--- config.mk ---
export PLATFORM = sky130hd
export DESIGN_NAME = mem_access_ctrl
export DESIGN_NICKNAME = d
export VERILOG_FILES = /design/src/rtl/mem_ops_defs.sv /design/src/rtl/load_extend.sv /design/src/rtl/mem_access_ctrl.sv
export SDC_FILE = /design/constraint.sdc
export NUM_CORES = 1
export LEC_CHECK = 0
export ABC_AREA = 1
export BUFFER_PORTS_ARGS = -buffer_cell sky130_fd_sc_hd__buf_2
export CORE_MARGIN = 4
export CORE_UTILIZATION = 52
export DETAILED_ROUTE_END_ITERATION = 8
export GPL_TIMING_DRIVEN = 0
export PLACE_DENSITY = 0.9
export SLEW_MARGIN = 40
export SYNTH_ARGS = -nofsm -noshare
export SYNTH_HDL_FRONTEND = slang
export SYNTH_HIERARCHICAL = 1
export SYNTH_SLANG_ARGS = --single-unit
--- constraint.sdc ---
create_clock -name clk -period 4.8 [get_ports clk]
set_clock_uncertainty 0.15 [all_clocks]
set_input_delay 0.48 -clock clk [delete_from_list [all_inputs] [get_ports clk]]
set_output_delay 0.48 -clock clk [all_outputs]
set_load 0.01 [all_outputs]
--- src/rtl/mem_ops_defs.sv ---
// rtl/mem_ops_defs.sv - op/state encodings and byte-lane helpers for the data-memory access sequencer
package mem_ops_defs;

  localparam logic [2:0] OP_LB  = 3'd0;
  localparam logic [2:0] OP_LH  = 3'd1;
  localparam logic [2:0] OP_LW  = 3'd2;
  localparam logic [2:0] OP_SB  = 3'd3;
  localparam logic [2:0] OP_LBU = 3'd4;
  localparam logic [2:0] OP_LHU = 3'd5;
  localparam logic [2:0] OP_SH  = 3'd6;
  localparam logic [2:0] OP_SW  = 3'd7;

  localparam logic [3:0] BE_NONE    = 4'b0000;
  localparam logic [3:0] BE_LO_HALF = 4'b0011;
  localparam logic [3:0] BE_HI_HALF = 4'b1100;
  localparam logic [3:0] BE_ALL     = 4'b1111;

  typedef enum logic [1:0] {
    ST_IDLE = 2'd0,
    ST_REQ  = 2'd1,
    ST_RESP = 2'd2
  } memState_t;

  function automatic logic isStoreOp(input logic [2:0] op);
    return (op == OP_SB) || (op == OP_SH) || (op == OP_SW);
  endfunction

  // Anything that is not a byte or halfword op is handled as a word op.
  function automatic logic isMisaligned(input logic [2:0] op, input logic [1:0] lo);
    logic r;
    case (op)
      OP_LB, OP_LBU, OP_SB: r = 1'b0;
      OP_LH, OP_LHU, OP_SH: r = lo[0];
      default:              r = (lo != 2'b00);
    endcase
    return r;
  endfunction

  function automatic logic [3:0] byteEnable(input logic [2:0] op, input logic [1:0] lo);
    logic [3:0] r;
    case (op)
      OP_LB, OP_LBU, OP_SB: r = 4'b0001 << lo;
      OP_LH, OP_LHU, OP_SH: r = lo[1] ? BE_HI_HALF : BE_LO_HALF;
      default:              r = BE_ALL;
    endcase
    return r;
  endfunction

  function automatic logic [31:0] storeData(input logic [2:0] op, input logic [31:0] wdata);
    logic [31:0] r;
    case (op)
      OP_SB:   r = {4{wdata[7:0]}};
      OP_SH:   r = {2{wdata[15:0]}};
      default: r = wdata;
    endcase
    return r;
  endfunction

endpackage

--- src/rtl/load_extend.sv ---
// rtl/load_extend.sv - selects the addressed byte/half lane of a read word and sign/zero extends it
module load_extend
  import mem_ops_defs::*;
(
  input  logic [31:0] rdata,
  input  logic [1:0]  addrLo,
  input  logic [2:0]  op,
  output logic [31:0] ext
);

  logic [7:0]  laneByte;
  logic [15:0] laneHalf;

  always_comb begin
    case (addrLo)
      2'd0:    laneByte = rdata[7:0];
      2'd1:    laneByte = rdata[15:8];
      2'd2:    laneByte = rdata[23:16];
      default: laneByte = rdata[31:24];
    endcase
    laneHalf = addrLo[1] ? rdata[31:16] : rdata[15:0];
  end

  always_comb begin
    case (op)
      OP_LB:   ext = {{24{laneByte[7]}}, laneByte};
      OP_LBU:  ext = {24'd0, laneByte};
      OP_LH:   ext = {{16{laneHalf[15]}}, laneHalf};
      OP_LHU:  ext = {16'd0, laneHalf};
      default: ext = rdata;
    endcase
  end

endmodule

--- src/rtl/mem_access_ctrl.sv ---
// rtl/mem_access_ctrl.sv - sequences MEM-stage loads/stores over a req/ack data-memory handshake
module mem_access_ctrl
  import mem_ops_defs::*;
#(
  parameter int TIMEOUT = 16,
  parameter int ADDR_W  = 32
) (
  input  logic              clk,
  input  logic              reset,
  input  logic              start,
  input  logic [2:0]        op,
  input  logic [ADDR_W-1:0] addr,
  input  logic [31:0]       wdata,
  output logic              stall,
  output logic              done,
  output logic [31:0]       load,
  output logic              err_align,
  output logic              err_timeout,
  output logic              mem_req,
  output logic              mem_we,
  output logic [3:0]        mem_be,
  output logic [ADDR_W-1:0] mem_addr,
  output logic [31:0]       mem_wdata,
  input  logic [31:0]       mem_rdata,
  input  logic              mem_ack
);

  localparam int CNT_W = $clog2(TIMEOUT + 1);
  localparam logic [CNT_W-1:0] CNT_LAST = CNT_W'(TIMEOUT - 1);

  memState_t         state, nextState;
  logic [2:0]        opReg;
  logic [ADDR_W-1:0] addrReg;
  logic [31:0]       wdataReg;
  logic [CNT_W-1:0]  waitCnt;
  logic [31:0]       loadExt;
  logic              accept, misaligned, active, ackSeen, timedOut;

  assign accept     = (state == ST_IDLE) && start;
  assign misaligned = isMisaligned(op, addr[1:0]);
  assign active     = (state != ST_IDLE);
  assign ackSeen    = (state == ST_RESP) && mem_ack;
  // waitCnt counts mem_req cycles already elapsed, REQ included; ack in the last one still wins.
  assign timedOut   = (state == ST_RESP) && !mem_ack && (waitCnt == CNT_LAST);

  load_extend uExtend (
    .rdata (mem_rdata),
    .addrLo(addrReg[1:0]),
    .op    (opReg),
    .ext   (loadExt)
  );

  always_ff @(posedge clk) begin
    if (reset) state <= ST_IDLE;
    else       state <= nextState;
  end

  always_comb begin
    nextState = state;
    case (state)
      ST_IDLE: if (start && !misaligned) nextState = ST_REQ;
      ST_REQ:  nextState = ST_RESP;
      ST_RESP: if (mem_ack || timedOut) nextState = ST_IDLE;
      default: nextState = ST_IDLE;
    endcase
  end

  always_comb begin
    stall     = active || accept;
    mem_req   = active;
    mem_we    = active && isStoreOp(opReg);
    mem_be    = active ? byteEnable(opReg, addrReg[1:0]) : BE_NONE;
    mem_addr  = {addrReg[ADDR_W-1:2], 2'b00};
    mem_wdata = storeData(opReg, wdataReg);
  end

  always_ff @(posedge clk) begin
    if (reset) begin
      opReg       <= 3'd0;
      addrReg     <= '0;
      wdataReg    <= 32'd0;
      waitCnt     <= '0;
      done        <= 1'b0;
      err_align   <= 1'b0;
      err_timeout <= 1'b0;
      load        <= 32'd0;
    end else begin
      done        <= 1'b0;
      err_align   <= 1'b0;
      err_timeout <= 1'b0;
      if (accept) begin
        opReg    <= op;
        addrReg  <= addr;
        wdataReg <= wdata;
        waitCnt  <= '0;
        if (misaligned) begin
          done      <= 1'b1;
          err_align <= 1'b1;
          load      <= 32'd0;
        end
      end else if (active) begin
        waitCnt <= waitCnt + CNT_W'(1);
      end
      if (ackSeen) begin
        done <= 1'b1;
        if (!isStoreOp(opReg)) load <= loadExt;
      end else if (timedOut) begin
        done        <= 1'b1;
        err_timeout <= 1'b1;
        load        <= 32'd0;
      end
    end
  end

endmodule

# After elaboration in Yosys (flattened, before gate mapping)

Cells that the tools add are included.
Widths: inputs -> output; s select.

Register bits: 109
Latch bits: 0
Bits in writable memories: 0
ROM bits: 0
Input port bits: 103
Memories kept: 0

$add $sub $neg: 1
Multiply operators: 0
Div/mod/pow operators: 0
Order comparisons: 0
Equality and inequality tests: 18
Shifts and indexed selects: 1
Mux-type cells: 21
Bitwise operators: 0
Reduce and logical (&&, ||, !) cells: 25

Operators with widths:

| operator            | number |
|---|---|
| $mux 32             | 5 |
| $pmux 32 s4         | 1 |
| $pmux 32 s2         | 1 |
| $pmux 8 s3          | 1 |
| $eq 3x3->1 const B  | 7 |
| $mux 16             | 1 |
| $reduce_or 3->1     | 4 |
| $mux 4              | 2 |
| $pmux 4 s2          | 1 |
| $eq 3x1->1 const B  | 2 |
| $eq 3x2->1 const B  | 2 |
| $logic_and 1x1->1   | 6 |
| $logic_not 3->1     | 2 |
| $pmux 2 s3          | 1 |
| $add 5x1->5 const B | 1 |
| $eq 5x4->1 const B  | 1 |
| $mux 1              | 5 |
| $eq 2x1->1 const B  | 2 |
| $eq 2x2->1 const B  | 2 |
| $logic_not 2->1     | 2 |
| $logic_or 1x1->1    | 4 |
| $mux 2              | 2 |
| $ne 2x1->1 const B  | 2 |
| $reduce_bool 2->1   | 2 |
| other kinds (5)     | 7 |

# Longest topological paths before layout

Gate-level depths: netlist (run 1).

Depth after elaboration: 7
Gate-level depth with buffers: 11
Gate-level depth less buffers: 10

# By module

The synthesis (run 1) kept the hierarchy.

Modules (own cells, without submodules):

| module          | times used | cells each | area an instance (um2) | seq. area each (um2) |
|---|---|---|---|---|
| mem_access_ctrl | 1          | 743        | 5,114.9                | 2,182.1 |
| load_extend     | 1          | 192        | 895.9                  | 0.0 |

# Worst setup path after synthesis (run 1)

No wires, ideal clock.

Path type: register -> output
Start point: register opReg[0]
End point: output port mem_wdata[16]
Arrival time: 1.362 ns
Required time: 4.170 ns
Slack: 2.808 ns
Cell stages (with the launch flop): 6
Buffers on the path: 1
Path through: dfxtp_1 > nand2_1 > nor2_1 > nor2_1 > buf_2 > o21ai_0

Word-level cells in the longest chain between the ends: 2
Elaborated cells between the ends (all ways): 3
Classes of those cells: eq/ne (2); mux (1)

RTL lines:

| element                                         | line                  | text |
|---|---|---|
| start: declaration                              | mem_access_ctrl.sv:32 | `logic [2:0] opReg;` |
| start signal: assignment                        | mem_access_ctrl.sv:92 | `opReg <= op;` |
| $eq 3x3->1 / $eq 3x2->1 (equally long branches) | mem_ops_defs.sv:51    | `case (op)` |
| $pmux 32 s2 *                                   | mem_ops_defs.sv:51    |  |
| end: declaration                                | mem_access_ctrl.sv:23 | `output logic [31:0] mem_wdata,` |

Mark *: on every way between the ends. The rest lies on a longest branch, timed or not.

# Worst setup path in the final report (run 1)

Start point: register opReg[0]
End point: output port mem_wdata[12]

Same word-level chain as after synthesis.

==> impl_metrics.csv, run 1 <==
group,metric,value,unit
drt,drtPass1Iterations,6,
yosys,ys_types,31,
timing,tns,0,ns
yosys,synth_compound_area_share,16.4,%
yosys,synth_flop_cell,"dfxtp_1",
final_layout,design_area,7540,µm²
final_layout,seqCellArea,2180,µm²
final_layout,fin_nets,1258,
setup_path,cp-start-kind,"flop",
clock_network,root_buffer,"clkbuf_16",
yosys,yosysWarnings,6,
timing,finalSetupViolations,0,
setup_path,crit_slowest_cell,"dfxtp_1",
timing,slew_viol_final,0,
die,boundaryPins,209,
die,die-area,13300,µm²
power,power_density,385,nW/µm²
clock_network,cts_tree,"built",
drt,viasPerCell,5.31,
clock_network,cts_max_level,3,
die,dieWidth,116,µm
min_path,hp-start,"mem_ack",
clock_network,cts_made_buffers,9,
timing,setup_slack,1.85,ns
global_routing,antenna_found_initial,0,
timing,slew_headroom,61.7,%
final_layout,synthToLayoutAreaGrowth,25.5,%
yosys,synth_mux_area_share,0,%
yosys,synthCells,935,
clock_network,clk_pin_slew,0.08,ns
clock_network,clk_path_buf_depth,2,
yosys,ys_seq_area_share,36.3,%
setup_path,critPathBufInv,3,
yosys,synthArstFlopShare,0,%
clock_network,cts_sinks,109,
placement,pre_cts_slack,2.31,ns
timing,rsz0062_at_grt,"false",
clock_network,cts_resized,0,
yosys,synth-simple-area-share,32.9,%
die,die_h,116,µm
timing,timing.fmax,339,MHz
setup_path,cp-startpoint,"opReg[0]",
placement,port_buffers,206,
setup_path,r2r-start,"opReg[1]",
clock_network,cts_hold_buffers,0,
yosys,synth_xor_area_share,0.146,%
placement,gp_congestion,1.02,
final_layout,num_antenna_cells,0,
placement,place_area,7220,µm²
power,vdd_drop_max,0.000300,V
clock_network,clkLatencyLatePin,0.35,ns
setup_path,worstPathCellList,"nand2_1 -> nor2_1 -> nor2_1 -> inv_1 -> buf_2 -> o21ai_0 -> buf_2",
timing,hold_violations,0,
timing,period_minus_slack,2.95,ns
global_routing,grt_max_degree,19,
global_routing,grt_remaining_overflow,0,
setup_path,crit_type,"reg2out",
power,cellLeakagePower,3.83,nW
setup_path,cp_top_family,"simple AND/OR/NAND/NOR gates",
die,initial_core_util,54.3,%
yosys,synth_edf_count,0,
placement,place_hpwl,15100,µm
final_layout,multiInputGateArea,3010,µm²
die,num_rows,38,
flow_run,drv_cap,0,
status,status,"completed",
setup_path,rrSetupSlack,2.72,ns
timing,fin_crit_sh,61.5,%
yosys,synth.cell_area,6010,µm²
drt,drt-wirelength-per-cell,15.4,µm
die,coreArea,11100,µm²
yosys,synth_fa_ha_area_share,0.416,%
final_layout,postLayoutCoreUtil,68.1,%
setup_path,cp.arrival,2.32,ns
yosys,ys_ff_latch,109,
drt,dr_total_vias,6895,
setup_path,crit_path_max_fanout,10,
global_routing,grtUsageTotal,29.4,%
timing,worst_pin_slew,0.573,ns
final_layout,drive_gt1_share,26.8,%
drt,drc,0,
drt,drtIter0Drc,623,
global_routing,grt_pass1_wl,31300,µm
global_routing,grt_pass1_vias,6422,
min_path,min_path_type,"in2reg",
drt,drtAntennaViolNets,0,
setup_path,slowest_delay,0.50,ns
setup_path,worst_setup_path_end_kind,"primary output",
drt,routed_wl,20000,µm
clock_network,post_cts_buffers,0,
timing,hold_slack,0.187,ns
final_layout,fillCellCount,997,
yosys,avgSynthCellArea,6.43,µm²
setup_path,required,4.17,ns
yosys,synth_top_family_by_area,"simple AND/OR/NAND/NOR gates",
==> report_power, final <==
| group | switching [mW] | internal [mW] | total [mW] |
|---|---|---|---|
| Clock | 0.360 | 0.468 | 0.829 |
| Sequential | 0.0652 | 1.01 | 1.07 |
| Combinational | 0.624 | 0.379 | 1.00 |
| Total | 1.05 | 1.86 | 2.91 |
==> per-layer routing <==
metal | wire length, µm | share of wire [%] | global-route usage (%)
met1 | 8070 | 40 | 36.9
met4 | 476 | 2.4 | 9.15
met3 | 2110 | 11 | 8.15
met2 | 9320 | 47 | 49.0
met5 | 0 | 0 | 0
==> final cells by class <==
type                    count  area share [%]
well taps                 140            2.32
clock buffers              11            3.08
plain buffers              98            8.29
multi-input cells         676            39.9
repair buffers            206            13.7
clock inverters             5            1.21
inverters                  53            2.64
flip-flops and latches    109            28.9
==> worst paths after layout <==
check | to | cells after the start
max | mem_wdata[12] | 7
min | err_timeout | 2
max reg2reg | load[5] | 10
min reg2reg | load[23] | 2
==> state kept, by name, summed over array words and instances (netlist names) <==
register,cells
load,32
err_align,1
opReg,3
err_timeout,1
state,2
waitCnt,5
done,1
wdataReg,32
addrReg,32
==> kinds of logic (layout without fill, tap and decap cells) <==
| logic type | after synthesis | count (layout) |
|---|---|---|
| AOI/OAI and AO/OA | 194 | 194 |
| xor gates and xnor gates | 1 | 1 |
| adders and majority gates | 2 | 2 |
| buffers and inverters | 151 | 373 |
| DFF | 109 | 109 |
| other | 1 | 2 |
| and+or+nand+nor | 477 | 477 |
==> through the flow <==
stage / instances / power, mW
3_5_place_dp: 1282 / 2.07
4_1_cts: 1298 / 2.90
2_1_floorplan: 936 / 1.73
6_report: 1298 / 2.91
5_1_grt: 1298 / 3.07
3_3_place_gp: 1282 / 2.06
==> synthesized netlist by cell type, types with 9 or more instances <==
cell type | count | share of area (%)
nand2_1 | 236 | 15
inv_1 | 49 | 3.1
a21oi_1 | 52 | 4.3
o21ai_0 | 129 | 11
clkbuf_1 | 22 | 1.4
nand3_1 | 77 | 6.4
nor2_1 | 144 | 9.0
buf_2 | 19 | 1.6
buf_6 | 9 | 1.7
dfxtp_1 | 109 | 36
buf_4 | 44 | 5.5
==> placed cells by master (no fill, tap or decap), types with 3 or more instances in the layout <==
master and instances:
nand2_1 236, buf_2 225, nor2_1 144, o21ai_0 129, dfxtp_1 109, nand3_1 77, a21oi_1 52, inv_1 49
buf_4 44, clkbuf_1 24, buf_6 9, clkbuf_16 9, nor3_1 5, o21ai_1 5, nor2_4 4, inv_2 4
nand3_2 4, o22ai_1 3, buf_1 3, o211ai_1 3
Power figures use the tool's default switching activity.
==> run 2, diff against run 1 <==
--- a/config.mk
+++ b/config.mk
@@ -8,10 +8,10 @@
 export ABC_AREA = 1
 export BUFFER_PORTS_ARGS = -buffer_cell sky130_fd_sc_hd__buf_2
 export CORE_MARGIN = 4
-export CORE_UTILIZATION = 52
+export CORE_UTILIZATION = 46
 export DETAILED_ROUTE_END_ITERATION = 8
 export GPL_TIMING_DRIVEN = 0
-export PLACE_DENSITY = 0.9
+export PLACE_DENSITY = 0.84
 export SLEW_MARGIN = 40
 export SYNTH_ARGS = -nofsm -noshare
 export SYNTH_HDL_FRONTEND = slang
==> constraint.sdc (replaced) <==
create_clock -name clk -period 2.65 [get_ports clk]
set_clock_uncertainty 0.15 [all_clocks]
set_input_delay 0.265 -clock clk [delete_from_list [all_inputs] [get_ports clk]]
set_output_delay 0.265 -clock clk [all_outputs]
set_load 0.01 [all_outputs]
==> impl_metrics.csv, run 2 (synthesis gave the netlist of run 1 again) <==
group,metric,value,unit
timing,finalSetupViolations,0,
timing,hold_slack,0.0126,ns
timing,worst_pin_slew,0.569,ns
setup_path,reg2reg_depth,11,
setup_path,regToRegEndpoint,"load[31]",
global_routing,grt_pass1_vias,6856,
die,dieWidth,122,µm
placement,place_hpwl,15100,µm
final_layout,mostFrequentLayoutCells,"nand2_1, buf_2, nor2_1, o21ai_0, dfxtp_1",
power,p_sw_share,37.0,%
setup_path,slowest_delay,0.50,ns
timing,hold_violations,0,
min_path,hold_depth,3,
drt,drtAntennaViolNets,0,
min_path,min_path_type,"in2reg",
power,vdd_drop_max,0.000569,V
setup_path,cp_top_family,"simple AND/OR/NAND/NOR gates",
clock_network,cts_max_level,3,
die,boundaryPins,209,
setup_path,rrSetupSlack,0.57,ns
power,cellLeakagePower,4.05,nW
setup_path,worst_setup_path_end_kind,"primary output",
placement,place_area,7260,µm²
clock_network,cts_tree,"built",
setup_path,crit_path_max_fanout,10,
status,status,"completed",
die,die-area,15000,µm²
final_layout,drive_gt1_share,25.9,%
global_routing,grtUsageTotal,29.1,%
setup_path,cp-start-kind,"flop",
drt,viasPerCell,5.29,
clock_network,clkLatencyLatePin,0.36,ns
drt,drtPass1Iterations,9,
setup_path,cp-endpoint,"mem_wdata[19]",
clock_network,cts_made_buffers,9,
die,num_rows,41,
clock_network,root_buffer,"clkbuf_16",
clock_network,clk_path_buf_depth,2,
die,initial_core_util,47.2,%
clock_network,cts_sinks,109,
setup_path,cp-startpoint,"opReg[0]",
drt,drc,0,
timing,slew_headroom,62.1,%
global_routing,grt_pass1_wl,34300,µm
power,p_switching,1.99,mW
setup_path,crit_slowest_cell,"dfxtp_1",
power,power_frac_comb,35.7,%
final_layout,reg_top3,"addrReg: 32 flops, load: 32 flops, wdataReg: 32 flops",
global_routing,antenna_found_initial,0,
final_layout,design_area,8110,µm²
timing,timing.fmax,401,MHz
placement,port_buffers,206,
timing,fin_crit_sh,94.0,%
final_layout,synthToLayoutAreaGrowth,34.9,%
setup_path,cp.depth,8,
flow_run,drv_cap,0,
power,power_density,664,nW/µm²
global_routing,grt_max_degree,19,
setup_path,required,2.24,ns
drt,routed_wl,22200,µm
power,p_clk_share,27.9,%
setup_path,worstPathCellList,"nand2_1 -> nor2_4 -> nor2_1 -> inv_1 -> buf_2 -> nand2_1 -> nand2_1 -> buf_2",
drt,dr_total_vias,7314,
die,die_h,122,µm
power,pwr-share-seq,36.4,%
setup_path,r2r-start,"addrReg[0]",
timing,rsz0062_at_grt,"false",
setup_path,crit_type,"reg2out",
timing,slew_viol_final,0,
setup_path,cp.arrival,2.08,ns
final_layout,layout_commonest_cell,"nand2_1",
clock_network,clk_pin_slew,0.08,ns
timing,tns,0,ns
drt,drtIter0Drc,646,
die,coreArea,12700,µm²
placement,gp_congestion,0.956,
final_layout,postLayoutCoreUtil,63.7,%
timing,period_minus_slack,2.49,ns
final_layout,fin_nets,1309,
drt,drt-wirelength-per-cell,16.1,µm
global_routing,grt_remaining_overflow,0,
setup_path,cpMostUsedCell,"nand2_1",
setup_path,critPathBufInv,3,
power,intPower,3.39,mW
-- run 2: changes by cell type in the layout (fill, tap and decap cells not counted), sizes merged --
cell,change
dlygate4sd3,+51
diode,+1
bufinv,-1
clkbuf,+1
-- run 2: worst min-delay path by stage --
stage          startpoint           to  slack [ns]
2_1_floorplan       reset         done        0.18
3_3_place_gp     load[14]     load[14]        0.29
3_5_place_dp     load[15]     load[15]        0.29
4_1_cts          addr[18]  addrReg[18]       0.007
5_1_grt          addr[18]  addrReg[18]        0.01
6_report          addr[7]   addrReg[7]        0.01
-- run 2: power groups by stage --
| stage | clock network (mW) | registers [mW] | logic, mW |
|---|---|---|---|
| 2_1_floorplan | 0 | 1.96 | 1.18 |
| 3_3_place_gp | 0 | 1.97 | 1.77 |
| 3_5_place_dp | 0 | 1.98 | 1.78 |
| 4_1_cts | 1.50 | 1.95 | 1.86 |
| 5_1_grt | 1.57 | 1.98 | 2.10 |
| 6_report | 1.50 | 1.96 | 1.92 |
-- run 2: through the flow --
step	cells	setup slack, ns	power [mW]
after CTS	1381	0.107	5.31
after global placement	1314	0.389	3.74
final	1382	0.158	5.38
after detailed placement	1314	0.368	3.76
after floorplan	936	0.873	3.14
after global routing	1381	0.0299	5.64
-- run 2: layer usage --
layer	global-route usage, %	part of all wire (%)
met5	0	0
met4	13.7	3.6
met3	9.08	11
met2	46.7	46
met1	35.5	39
-- run 2: worst reg2reg max path, cell delays in order, from the launching register on --
cell and delay (ns):
dfxtp_1 0.36, buf_6 0.16, nor2_2 0.32, nand2_1 0.13
nand3_2 0.13, nand3_4 0.12, buf_6 0.17, nand3_1 0.11
o21ai_0 0.11, nand2_1 0.07, nand2_1 0.05, a21oi_1 0.12
-- run 2: final cells by class --
| cell class | count | area [µm²] |
|---|---|---|
| fill | 1080 | 4620 |
| multi-input combinational | 676 | 3020 |
| sequential | 109 | 2180 |
| timing repair buffer | 257 | 1540 |
| buffer | 98 | 626 |
| clock buffer | 12 | 267 |
| tap | 172 | 215 |
| inverter | 53 | 199 |
| clock inverter | 4 | 58.8 |
| antenna | 1 | 2.50 |
-- run 2: what timing repair did --
action	4_1_cts	5_1_grt
hold buffers	51	0
hold endpoints to repair	53	0
setup buffers	0	0
endpoints found under the setup margin	2	12
gates resized for setup	1	1
==> run 3, diff against run 2 <==
--- a/config.mk
+++ b/config.mk
@@ -7,11 +7,11 @@
 export LEC_CHECK = 0
 export ABC_AREA = 1
 export BUFFER_PORTS_ARGS = -buffer_cell sky130_fd_sc_hd__buf_2
-export CORE_MARGIN = 4
 export CORE_UTILIZATION = 46
 export DETAILED_ROUTE_END_ITERATION = 8
 export GPL_TIMING_DRIVEN = 0
 export PLACE_DENSITY = 0.84
+export RECOVER_POWER = 100
 export SLEW_MARGIN = 40
 export SYNTH_ARGS = -nofsm -noshare
 export SYNTH_HDL_FRONTEND = slang
==> impl_metrics.csv, run 3 (synthesis gave the netlist of run 1 again) <==
group,metric,value,unit
status,status,"completed",
final_layout,fillCellCount,1203,
drt,drtPass1Iterations,5,
global_routing,grt_max_degree,20,
setup_path,crit_type,"reg2out",
final_layout,drive_gt1_share,18.0,%
drt,drc,0,
final_layout,fin_nets,1307,
flow_run,drv_cap,0,
placement,place_hpwl,14400,µm
timing,finalSetupViolations,0,
drt,routed_wl,21500,µm
global_routing,grt_pass1_vias,6691,
final_layout,seqCellArea,2180,µm²
setup_path,cp-start-kind,"flop",
setup_path,required,2.24,ns
clock_network,cts_sinks,109,
die,boundaryPins,209,
final_layout,multiInputGateArea,3000,µm²
drt,viasPerCell,5.31,
clock_network,clk_pin_slew,0.08,ns
clock_network,clk_path_buf_depth,2,
timing,worst_pin_slew,0.632,ns
setup_path,cp.arrival,2.08,ns
final_layout,synthToLayoutAreaGrowth,31.5,%
global_routing,top_usage_layer,"met2",
clock_network,root_buffer,"clkbuf_16",
timing,timing.fmax,401,MHz
drt,dr_total_vias,7318,
die,coreArea,12700,µm²
placement,numPlacedInstances,1314,
placement,port_buffers,206,
global_routing,grt_pass1_wl,33300,µm
clock_network,clkLatencyLatePin,0.36,ns
clock_network,cts_made_buffers,9,
global_routing,use_met2,55.2,%
final_layout,fin_cells,1378,
final_layout,num_antenna_cells,0,
clock_network,cts_max_level,3,
drt,drt-wirelength-per-cell,15.6,µm
timing,slew_headroom,57.9,%
timing,fin_crit_sh,94.0,%
power,cellLeakagePower,3.66,nW
global_routing,antenna_found_initial,0,
timing,period_minus_slack,2.49,ns
final_layout,mostFrequentLayoutCells,"nand2_1, nor2_1, o21ai_0, buf_2, clkbuf_1",
drt,drtIter0Drc,533,
die,initial_core_util,47.4,%
timing,hold_violations,0,
timing,slew_viol_final,0,
global_routing,grt.met1_usage,37.0,%
global_routing,grtUsageMet3,8.93,%
final_layout,reg_top3,"addrReg: 32 flops, load: 32 flops, wdataReg: 32 flops",
min_path,min_path_type,"in2reg",
die,dieWidth,116,µm
power,power_density,658,nW/µm²
final_layout,layout_commonest_cell,"nand2_1",
clock_network,cts_tree,"built",
timing,tns,0,ns
setup_path,crit_path_max_fanout,10,
global_routing,grtUsageTotal,32.0,%
die,num_rows,41,
drt,drtAntennaViolNets,0,
global_routing,grt_remaining_overflow,0,
placement,pre_cts_slack,0.411,ns
die,die_h,116,µm
power,vdd_drop_max,0.000631,V
timing,rsz0062_at_grt,"false",
timing,setup_slack,0.159,ns
placement,gp_congestion,0.972,
die,die-area,13500,µm²
setup_path,worst_setup_path_end_kind,"primary output",
==> run 3: cell types whose count changed in the layout (fill, tap and decap cells not counted), sizes merged <==
cell and change:
dlygate4sd3 -2, buf -108, clkinv +2, diode -1, clkbuf +105
==> run 3: cell type report <==
class	count	share of cell area, %
repair buffers	255	17.9
clock inverters	6	0.997
multi-input cells	676	37.9
flip-flops and latches	109	27.6
clock buffers	9	2.85
inverters	53	2.52
well taps	172	2.72
plain buffers	98	7.55
==> run 3: report_power, final <==
part / total (mW) / switching [mW] / internal [mW]
logic: 1.83 / 1.17 / 0.666
registers: 1.96 / 0.130 / 1.83
clock network: 1.41 / 0.664 / 0.749
total: 5.20 / 1.96 / 3.24
==> run 3: stage by stage <==
step                      utilization, %  total power, mW  area (µm²)  hold slack [ns]
final                               62.4             5.20        7900           0.0155
after global placement              57.3             3.73        7260            0.295
after detailed placement            57.3             3.75        7260            0.294
after CTS                           63.6             5.20        8060          0.00472
after global routing                62.4             5.48        7900           0.0240
after floorplan                        -             3.14        6010            0.184
==> run 3: metal layers <==
layer / wire length [µm] / up-vias / part of all wire, %
met5: 0 / - / 0
met4: 802 / 0 / 3.7
met3: 2190 / 65 / 10
met2: 10200 / 404 / 48
met1: 8300 / 3344 / 39
li1: - / 3505 / -
==> run 3: what timing repair did <==
action	4_1_cts	5_1_grt
endpoints found under the setup margin	0	26
hold endpoints to repair	49	0
setup buffers	0	0
resized for setup	0	2
hold buffers	49	0
==> run 3: path summary, 6_finish.rpt <==
kind                            startpoint             to  cells past startpoint  slack [ns]
worst max-delay path              opReg[0]  mem_wdata[12]                      7        0.16
worst min-delay path              wdata[5]    wdataReg[5]                      3        0.02
worst max register to register    state[1]   wdataReg[17]                      7        0.29
worst min register to register    load[13]       load[13]                      2        0.31
==> run 3: critical path, stage by stage (launching register included) <==
cell and delay (ns):
dfxtp_1 0.50, nand2_1 0.18, nor2_4 0.20, nor2_1 0.09
inv_1 0.10, clkbuf_2 0.26, o21ai_0 0.20, clkbuf_2 0.18
